===== config.mk =====
export PLATFORM = sky130hd
export DESIGN_NAME = mu02_core
export DESIGN_NICKNAME = d
export VERILOG_FILES = /design/src/rtl/mu02_core.sv
export SDC_FILE = /design/constraint.sdc
export NUM_CORES = 1
export LEC_CHECK = 0
export ABC_AREA = 0
export CAP_MARGIN = 20
export CORE_MARGIN = 3
export CORE_UTILIZATION = 52
export DETAILED_ROUTE_END_ITERATION = 8
export PLACE_DENSITY = 0.89
export RECOVER_POWER = 100
export SLEW_MARGIN = 20
export SYNTH_ARGS = -nofsm -noshare
export SYNTH_HDL_FRONTEND = slang
export SYNTH_SLANG_ARGS = --single-unit

===== constraint.sdc =====
create_clock -name clk -period 4.4 [get_ports clk]
set_input_delay 0.88 -clock clk [delete_from_list [all_inputs] [get_ports clk]]
set_output_delay 0.88 -clock clk [all_outputs]
set_load 0.03 [all_outputs]

===== src/rtl/mu02_core.sv =====
// mu02_core: accumulator CPU with a four-state FSM (fetch/exec/mem/halt) on a
// single req/ack memory port. All bus outputs are registered and held until ack.
module mu02_core #(
    parameter int unsigned DATA_W = 16,
    parameter int unsigned ADDR_W = 12
) (
    input  logic              clk,
    input  logic              reset,
    output logic              mem_req,
    output logic              mem_we,
    output logic [ADDR_W-1:0] mem_addr,
    output logic [DATA_W-1:0] mem_wdata,
    input  logic [DATA_W-1:0] mem_rdata,
    input  logic              mem_ack,
    input  logic              run,
    output logic              halted,
    output logic              illegal,
    output logic [DATA_W-1:0] acc_out,
    output logic [ADDR_W-1:0] pc_out,
    output logic [3:0]        flags_out
);

    localparam logic [3:0] OpLda  = 4'h0;
    localparam logic [3:0] OpSto  = 4'h1;
    localparam logic [3:0] OpAdd  = 4'h2;
    localparam logic [3:0] OpSub  = 4'h3;
    localparam logic [3:0] OpJmp  = 4'h4;
    localparam logic [3:0] OpJge  = 4'h5;
    localparam logic [3:0] OpJne  = 4'h6;
    localparam logic [3:0] OpStp  = 4'h7;
    localparam logic [3:0] OpLdai = 4'h8;
    localparam logic [3:0] OpAddi = 4'hA;
    localparam logic [3:0] OpSubi = 4'hB;
    localparam logic [3:0] OpJc   = 4'hC;
    localparam logic [3:0] OpJv   = 4'hD;

    typedef enum logic [1:0] {StFetch, StExec, StMem, StHalt} state_e;

    state_e            state_q;
    logic [ADDR_W-1:0] pc_q;
    logic [DATA_W-1:0] acc_q;
    logic [DATA_W-1:0] ir_q;
    logic [3:0]        flags_q;
    logic              illegal_q;
    logic              halted_q;
    logic              mem_req_q;
    logic              mem_we_q;
    logic [ADDR_W-1:0] mem_addr_q;
    logic [DATA_W-1:0] mem_wdata_q;

    logic [3:0]        op;
    logic [ADDR_W-1:0] addr;
    logic [DATA_W-1:0] imm;
    logic [DATA_W-1:0] alu_b;
    logic [DATA_W:0]   sum;
    logic [DATA_W:0]   diff;
    logic [DATA_W-1:0] acc_d;
    logic [3:0]        flags_d;
    logic              take;
    logic [ADDR_W-1:0] pc_tgt;

    assign op   = ir_q[DATA_W-1 -: 4];
    assign addr = ir_q[ADDR_W-1:0];
    assign imm  = {{4{ir_q[DATA_W-5]}}, ir_q[DATA_W-5:0]};

    // flags_d is {C,V,N,Z}; loads fall through with C and V cleared
    always_comb begin
        alu_b   = (state_q == StMem) ? mem_rdata : imm;
        sum     = {1'b0, acc_q} + {1'b0, alu_b};
        diff    = {1'b0, acc_q} - {1'b0, alu_b};
        acc_d   = alu_b;
        flags_d = 4'b0000;
        case (op)
            OpAdd, OpAddi: begin
                acc_d      = sum[DATA_W-1:0];
                flags_d[3] = sum[DATA_W];
                flags_d[2] = (acc_q[DATA_W-1] == alu_b[DATA_W-1]) &&
                             (sum[DATA_W-1] != acc_q[DATA_W-1]);
            end
            OpSub, OpSubi: begin
                acc_d      = diff[DATA_W-1:0];
                flags_d[3] = diff[DATA_W];
                flags_d[2] = (acc_q[DATA_W-1] != alu_b[DATA_W-1]) &&
                             (diff[DATA_W-1] != acc_q[DATA_W-1]);
            end
            default: ;
        endcase
        flags_d[1] = acc_d[DATA_W-1];
        flags_d[0] = (acc_d == '0);
    end

    always_comb begin
        take = 1'b0;
        case (op)
            OpJmp:   take = 1'b1;
            OpJge:   take = ~flags_q[1];
            OpJne:   take = ~flags_q[0];
            OpJc:    take = flags_q[3];
            OpJv:    take = flags_q[2];
            default: take = 1'b0;
        endcase
        pc_tgt = take ? addr : pc_q;
    end

    always_ff @(posedge clk or negedge reset) begin
        if (!reset) begin
            state_q     <= StFetch;
            pc_q        <= '0;
            acc_q       <= '0;
            ir_q        <= '0;
            flags_q     <= '0;
            illegal_q   <= 1'b0;
            halted_q    <= 1'b0;
            mem_req_q   <= 1'b0;
            mem_we_q    <= 1'b0;
            mem_addr_q  <= '0;
            mem_wdata_q <= '0;
        end else begin
            unique case (state_q)
                StFetch: begin
                    // Only the first cycle after reset lands here without a request up
                    if (!mem_req_q) begin
                        mem_req_q  <= 1'b1;
                        mem_we_q   <= 1'b0;
                        mem_addr_q <= pc_q;
                    end else if (mem_ack) begin
                        ir_q      <= mem_rdata;
                        pc_q      <= pc_q + ADDR_W'(1);
                        mem_req_q <= 1'b0;
                        state_q   <= StExec;
                    end
                end
                StExec: begin
                    case (op)
                        OpLdai, OpAddi, OpSubi, OpJmp, OpJge, OpJne, OpJc, OpJv: begin
                            if (op == OpLdai || op == OpAddi || op == OpSubi) begin
                                acc_q   <= acc_d;
                                flags_q <= flags_d;
                            end
                            pc_q       <= pc_tgt;
                            mem_req_q  <= 1'b1;
                            mem_we_q   <= 1'b0;
                            mem_addr_q <= pc_tgt;
                            state_q    <= StFetch;
                        end
                        OpLda, OpAdd, OpSub, OpSto: begin
                            mem_req_q   <= 1'b1;
                            mem_we_q    <= (op == OpSto);
                            mem_addr_q  <= addr;
                            mem_wdata_q <= acc_q;
                            state_q     <= StMem;
                        end
                        OpStp: begin
                            halted_q <= 1'b1;
                            state_q  <= StHalt;
                        end
                        default: begin
                            halted_q  <= 1'b1;
                            illegal_q <= 1'b1;
                            state_q   <= StHalt;
                        end
                    endcase
                end
                StMem: begin
                    if (mem_ack) begin
                        if (!mem_we_q) begin
                            acc_q   <= acc_d;
                            flags_q <= flags_d;
                        end
                        mem_we_q   <= 1'b0;
                        mem_addr_q <= pc_q;
                        state_q    <= StFetch;
                    end
                end
                StHalt: begin
                    if (run) begin
                        halted_q   <= 1'b0;
                        illegal_q  <= 1'b0;
                        mem_req_q  <= 1'b1;
                        mem_we_q   <= 1'b0;
                        mem_addr_q <= pc_q;
                        state_q    <= StFetch;
                    end
                end
            endcase
        end
    end

    assign mem_req   = mem_req_q;
    assign mem_we    = mem_we_q;
    assign mem_addr  = mem_addr_q;
    assign mem_wdata = mem_wdata_q;
    assign halted    = halted_q;
    assign illegal   = illegal_q;
    assign acc_out   = acc_q;
    assign pc_out    = pc_q;
    assign flags_out = flags_q;

endmodule


# Yosys cells after proc, flatten, opt, wreduce, memory -nomap -nowiden
# Index checks and enable logic that the tools add are counted.
[totals]
wordCells = 117
inputBits = 20
latch_bits = 0
output_inout_bits = 64
n_memories = 0
romBits = 0
ramBits = 0
ff_bits = 82
[op_classes]
n_eq_ne = 31
n_bitwise = 2
addsub = 3
reduce_logical = 26
n_mux = 44
n_lt_le_gt_ge = 0
div_mod_pow = 0
n_shift = 0
mul = 0
[op_table]
columns = ["cell", "n"]
rows = [
  ["two-way mux 12 bit", 7],
  ["two-way mux 16 bit", 5],
  ["case mux 16 bit (2 select lines)", 2],
  ["case mux 12 bit (2 select lines)", 2],
  ["case mux 12 bit (4 select lines)", 1],
  ["!= test 2 bit, second input constant", 11],
  ["== test 4 bit, second input constant", 5],
  ["adder 16 x 16 -> 17 bit", 1],
  ["subtractor 16 x 16 -> 17 bit", 1],
  ["== test 4 x 3 -> 1 bit, second input constant", 4],
  ["zero test 16 bit", 1],
  ["two-way mux 4 bit", 4],
  ["OR reduction 13 bit", 1],
  ["adder 12 x 1 -> 12 bit, second input constant", 1],
  ["AND reduction 3 bit", 4],
  ["AND reduction 4 bit", 3],
  ["OR reduction 12 bit", 1],
  ["two-way mux 1 bit", 9],
  ["== test 4 x 2 -> 1 bit, second input constant", 2],
  ["two-way mux 2 bit", 4],
  ["case mux 2 bit (2 select lines)", 2],
  ["case mux 2 bit (4 select lines)", 1],
  ["case mux 4 bit (2 select lines)", 1],
  ["OR reduction 8 bit", 1],
  ["other kinds (21)", 32],
]

# Longest topological paths before layout
[depth]
word_depth = 9
mapped_depth = 16
depth_no_buf = 15

# Worst setup path before layout
# OpenSTA, ideal clock, no wires.
[synth_timing]
kind = "flip-flop to flip-flop"
start = "register state_q[0]"
end = "register flags_q[0], in the netlist flags_out[0]"
arrival_time_ns = 3.744
stages_incl_launch_ff = 16
required_time_ns = 4.278
path_buffers = 2
setup_slack_ns = 0.534
synth_period_minus_slack_ns = 3.866
setup_ns = 0.122
cell_sequence = "dfrtp_1 -> inv_1 -> ha_1 -> clkbuf_1 -> clkbuf_1 -> mux2_2 -> ha_1 -> and2_1 -> o21a_1 -> a41o_1 -> o311a_1 -> o311a_1 -> a221oi_2 -> xnor2_1 -> a21oi_2 -> a32o_1"
[synth_via]
elab_chain_len = 8
elab_cells_between_ends = 18
classes_between = "add/sub (2); eq/ne (6); mux (7); reduce/logical (3)"
[synth_rtl]
columns = ["item", "line_no", "text"]
rows = [
  ["start, declared", "39", "state_e state_q;"],
  ["start signal, assigned", "107", "state_q <= StFetch;"],
  ["start signal, assigned", "130", "state_q <= StExec;"],
  ["start signal, assigned", "144", "state_q <= StFetch;"],
  ["== test 2 bit", "68, 119", ""],
  ["two-way mux 16 bit", "68", "alu_b = (state_q == StMem) ? mem_rdata : imm;"],
  ["subtractor 16 x 16 -> 17 bit / adder 16 x 16 -> 17 bit (equally long branches)", "70, 69", ""],
  ["case mux 16 bit (2 select lines)", "73", "case (op)"],
  ["zero test 16 bit", "89", "flags_d[0] = (acc_d == '0);"],
  ["two-way mux 4 bit, on equally long branches", "166, 136", ""],
  ["two-way mux 4 bit, on equally long branches", "165, 134", ""],
  ["case mux 4 bit (2 select lines)", "119", "unique case (state_q)"],
  ["end signal, assigned", "138", "flags_q <= flags_d;"],
  ["end signal, assigned", "168", "flags_q <= flags_d;"],
  ["end, declared", "43", "logic [3:0] flags_q;"],
]
# Parallel ways exist; a longest one is shown, timed or not. The select of a mux whose other input is x is not followed.
# A chain may end at the register's enable or synchronous reset.

# Worst setup path after layout
# Same ends and word-level chain as after synthesis.

==> flow_summary.json <==
{
  "status": "finished, violations left",
  "violations": "max-capacitance violations, max-slew violations",
  "mostFrequentLayoutCells": "dfrtp_1 (81), dlygate4sd3_1 (65), a21oi_1 (61)",
  "vias_per_cell": 6.36,
  "relSlewSlack_pct": -33.1,
  "grt_overflow": 0,
  "routedWlPerCell_um": 18.7,
  "seqCellArea_um2": 2030,
  "htreeDepth": 3,
  "clkSlewWorstSetupHoldPaths_ns": 0.09,
  "drive_gt1_share_pct": 10.3,
  "antenna_cells": 0,
  "arrival_ns": 4.50,
  "worst_setup_path_start_kind": "flip-flop",
  "routedLengthMet1_um": 6700,
  "post-route-util_pct": 64.8,
  "worst_pin_slew_ns": 2.00,
  "core_area_um2": 10600,
  "routed.top_layer": "met4",
  "die-area_um2": 12300,
  "yosysWarnings": 0,
  "yosysSeqAreaShare_pct": 35.3,
  "synth.avg_cell_area_um2": 9.05,
  "drt_first_pass_iters": 5,
  "fmax_mhz": 239,
  "finalMaxSlewViolations": 82,
  "antenna_found_initial": 0,
  "die_y_um": 111,
  "fp.dieW_um": 111,
  "clock_latency_ns": 0.37,
  "core.rowCount": 37,
  "fin_worst_skew_ns": 0.00794,
  "met2WireLength_um": 7530,
  "postSynthCellCount": 635,
  "grt_pass1_vias": 5358,
  "layout_commonest_cell": "dfrtp_1",
  "grt_max_degree": 82,
  "rsz0062_at_grt": "no",
  "multi_input_area_um2": 3450,
  "critical_path_peak_fanout": 8,
  "grt_pass1_wl_um": 26200,
  "hold_viol": 0,
  "vias": 5386,
  "dpl-instance-area_um2": 6690,
  "totalWireLength_um": 15800,
  "first_iter_violations": 531,
  "place_hpwl_um": 11500,
  "drc": 0,
  "holdBufCountCts": 0,
  "synth-main-ff-cell": "dfrtp_1",
  "crit_type": "flip-flop to flip-flop",
  "finalSetupTns_ns": 0,
  "portBuffers": 83,
  "setup_viol": 0,
  "synth_fp_nets": 698,
  "synth_largest_area_cell": "dfrtp_1",
  "syn_area_um2": 5750,
  "place_congestion": 0.937,
  "ctsResizeCount": 0,
  "final_antenna_net_count": 0,
  "timing.final.crit_share_pct": 95.2,
  "ys_top_cells_by_area": "dfrtp_1 (35%), ha_1 (8.9%), mux2_2 (8.6%)",
  "finalCriticalPeriod_ns": 4.19,
  "cts_tree": "yes",
  "cp-end-kind": "flip-flop",
  "cts_buffer_depth": 2,
  "fin_area_um2": 6840,
  "hold-worst-slack_ns": 0.506,
  "crit_required_ns": 4.71,
  "synth-edff-count": 0,
  "cts.sink_count": 81,
  "async_reset_ff_share_pct": 100,
  "ctsRootBufferMaster": "clkbuf_8",
  "reg2reg_depth": 13,
  "cts_inserted_buffers": 9,
  "grt_use_total_pct": 25.5,
  "start_util_pct": 54.4,
  "ys_ff_latch": 81,
  "num-nets-final": 769,
  "cts_setup_buffers": 0,
  "synth_top_area_share_pct": 35.3,
  "nFillCells": 868,
  "ys_types": 65,
  "io_pins": 84,
  "whs_path_depth": 1,
  "cap_violations": 1,
  "hp-class": "flip-flop to flip-flop",
  "met3_length_um": 1220,
  "area_growth_pct": 19.0
}
[area by class of cell]
| type | count | area share [%] |
|---|---|---|
| Multi-Input combinational cell | 487 | 50.4 |
| Sequential cell | 81 | 29.6 |
| Timing Repair Buffer | 95 | 13.1 |
| Tap cell | 136 | 2.49 |
| Clock buffer | 12 | 2.12 |
| Inverter | 32 | 1.76 |
| Clock inverter | 4 | 0.421 |
[logic make-up (layout without fill, tap and decap cells)]
group,count (synthesis),after routing,synth area share (%)
compound gates,199,199,22.9
xor+xnor,6,6,0.915
fa+ha+maj,43,43,9.63
buf+inv,67,143,4.66
flops,81,81,35.3
mux,63,63,11.9
simple gates,176,176,14.7
[sequential cells by signal (all words and copies together), names as in the netlist]
name       count
acc_out       15
flags_out      4
halted         1
illegal        1
ir_q          16
mem_addr      12
mem_req        1
mem_wdata     16
mem_we         1
pc_out        12
state_q        2
[cell usage after synthesis (all sizes together), types with 6 or more instances]
cell / number
o21a: 17
nor2: 52
ha: 41
and3: 11
o211ai: 12
dfrtp: 81
clkbuf: 23
nand3: 24
nand2b: 12
o22ai: 23
mux2i: 19
a21o: 6
nand2: 43
mux2: 44
buf: 12
nor2b: 7
o31ai: 8
o21ai: 26
a21oi: 62
inv: 32
[routing by layer]
metal | vias to the layer above | global-route usage [%]
li1 | 2471 | -
met1 | 2589 | 34.1
met2 | 282 | 42.2
met3 | 44 | 4.04
met4 | 0 | 8.52
met5 | - | 0
[stage by stage]
step                      instances  setup slack, ns
after global placement          831            0.228
after global routing            847           0.0527
after floorplan                 635            0.534
after detailed placement        831           0.0894
after CTS                       847            0.242
final                           847            0.210
[final timing paths]
path / endpoint / start / slack (ns)
max in group asynchronous: mem_wdata[13]$_DFFE_PN0P_ / reset / 2.17
min in group asynchronous: mem_addr[1]$_DFFE_PN0P_ / reset / 1.07
hold reg to reg: mem_wdata[5]$_DFFE_PN0P_ / mem_wdata[5]$_DFFE_PN0P_ / 0.51
setup / recovery: flags_out[0]$_DFFE_PN0P_ / state_q[0]$_DFFE_PN0P_ / 0.21
hold / removal: mem_wdata[5]$_DFFE_PN0P_ / mem_wdata[5]$_DFFE_PN0P_ / 0.51
setup reg to reg: flags_out[0]$_DFFE_PN0P_ / state_q[0]$_DFFE_PN0P_ / 0.21
[worst max-delay path, stage by stage, from the launching register on]
cell and delay (ns):
dfrtp_1 0.43, inv_1 0.11, ha_2 0.32, mux2_2 0.42, ha_1 0.30, nor2_1 0.06, o311ai_0 0.71, a21boi_0 0.19
o31a_1 0.32, or4_1 0.41, o211ai_1 0.13, nand4_1 0.15, nor4_1 0.34, a32o_1 0.22
Power is left out: the tool's default activity adds up to more than one toggle a clock period on the data nets, which glitch-free logic cannot reach.
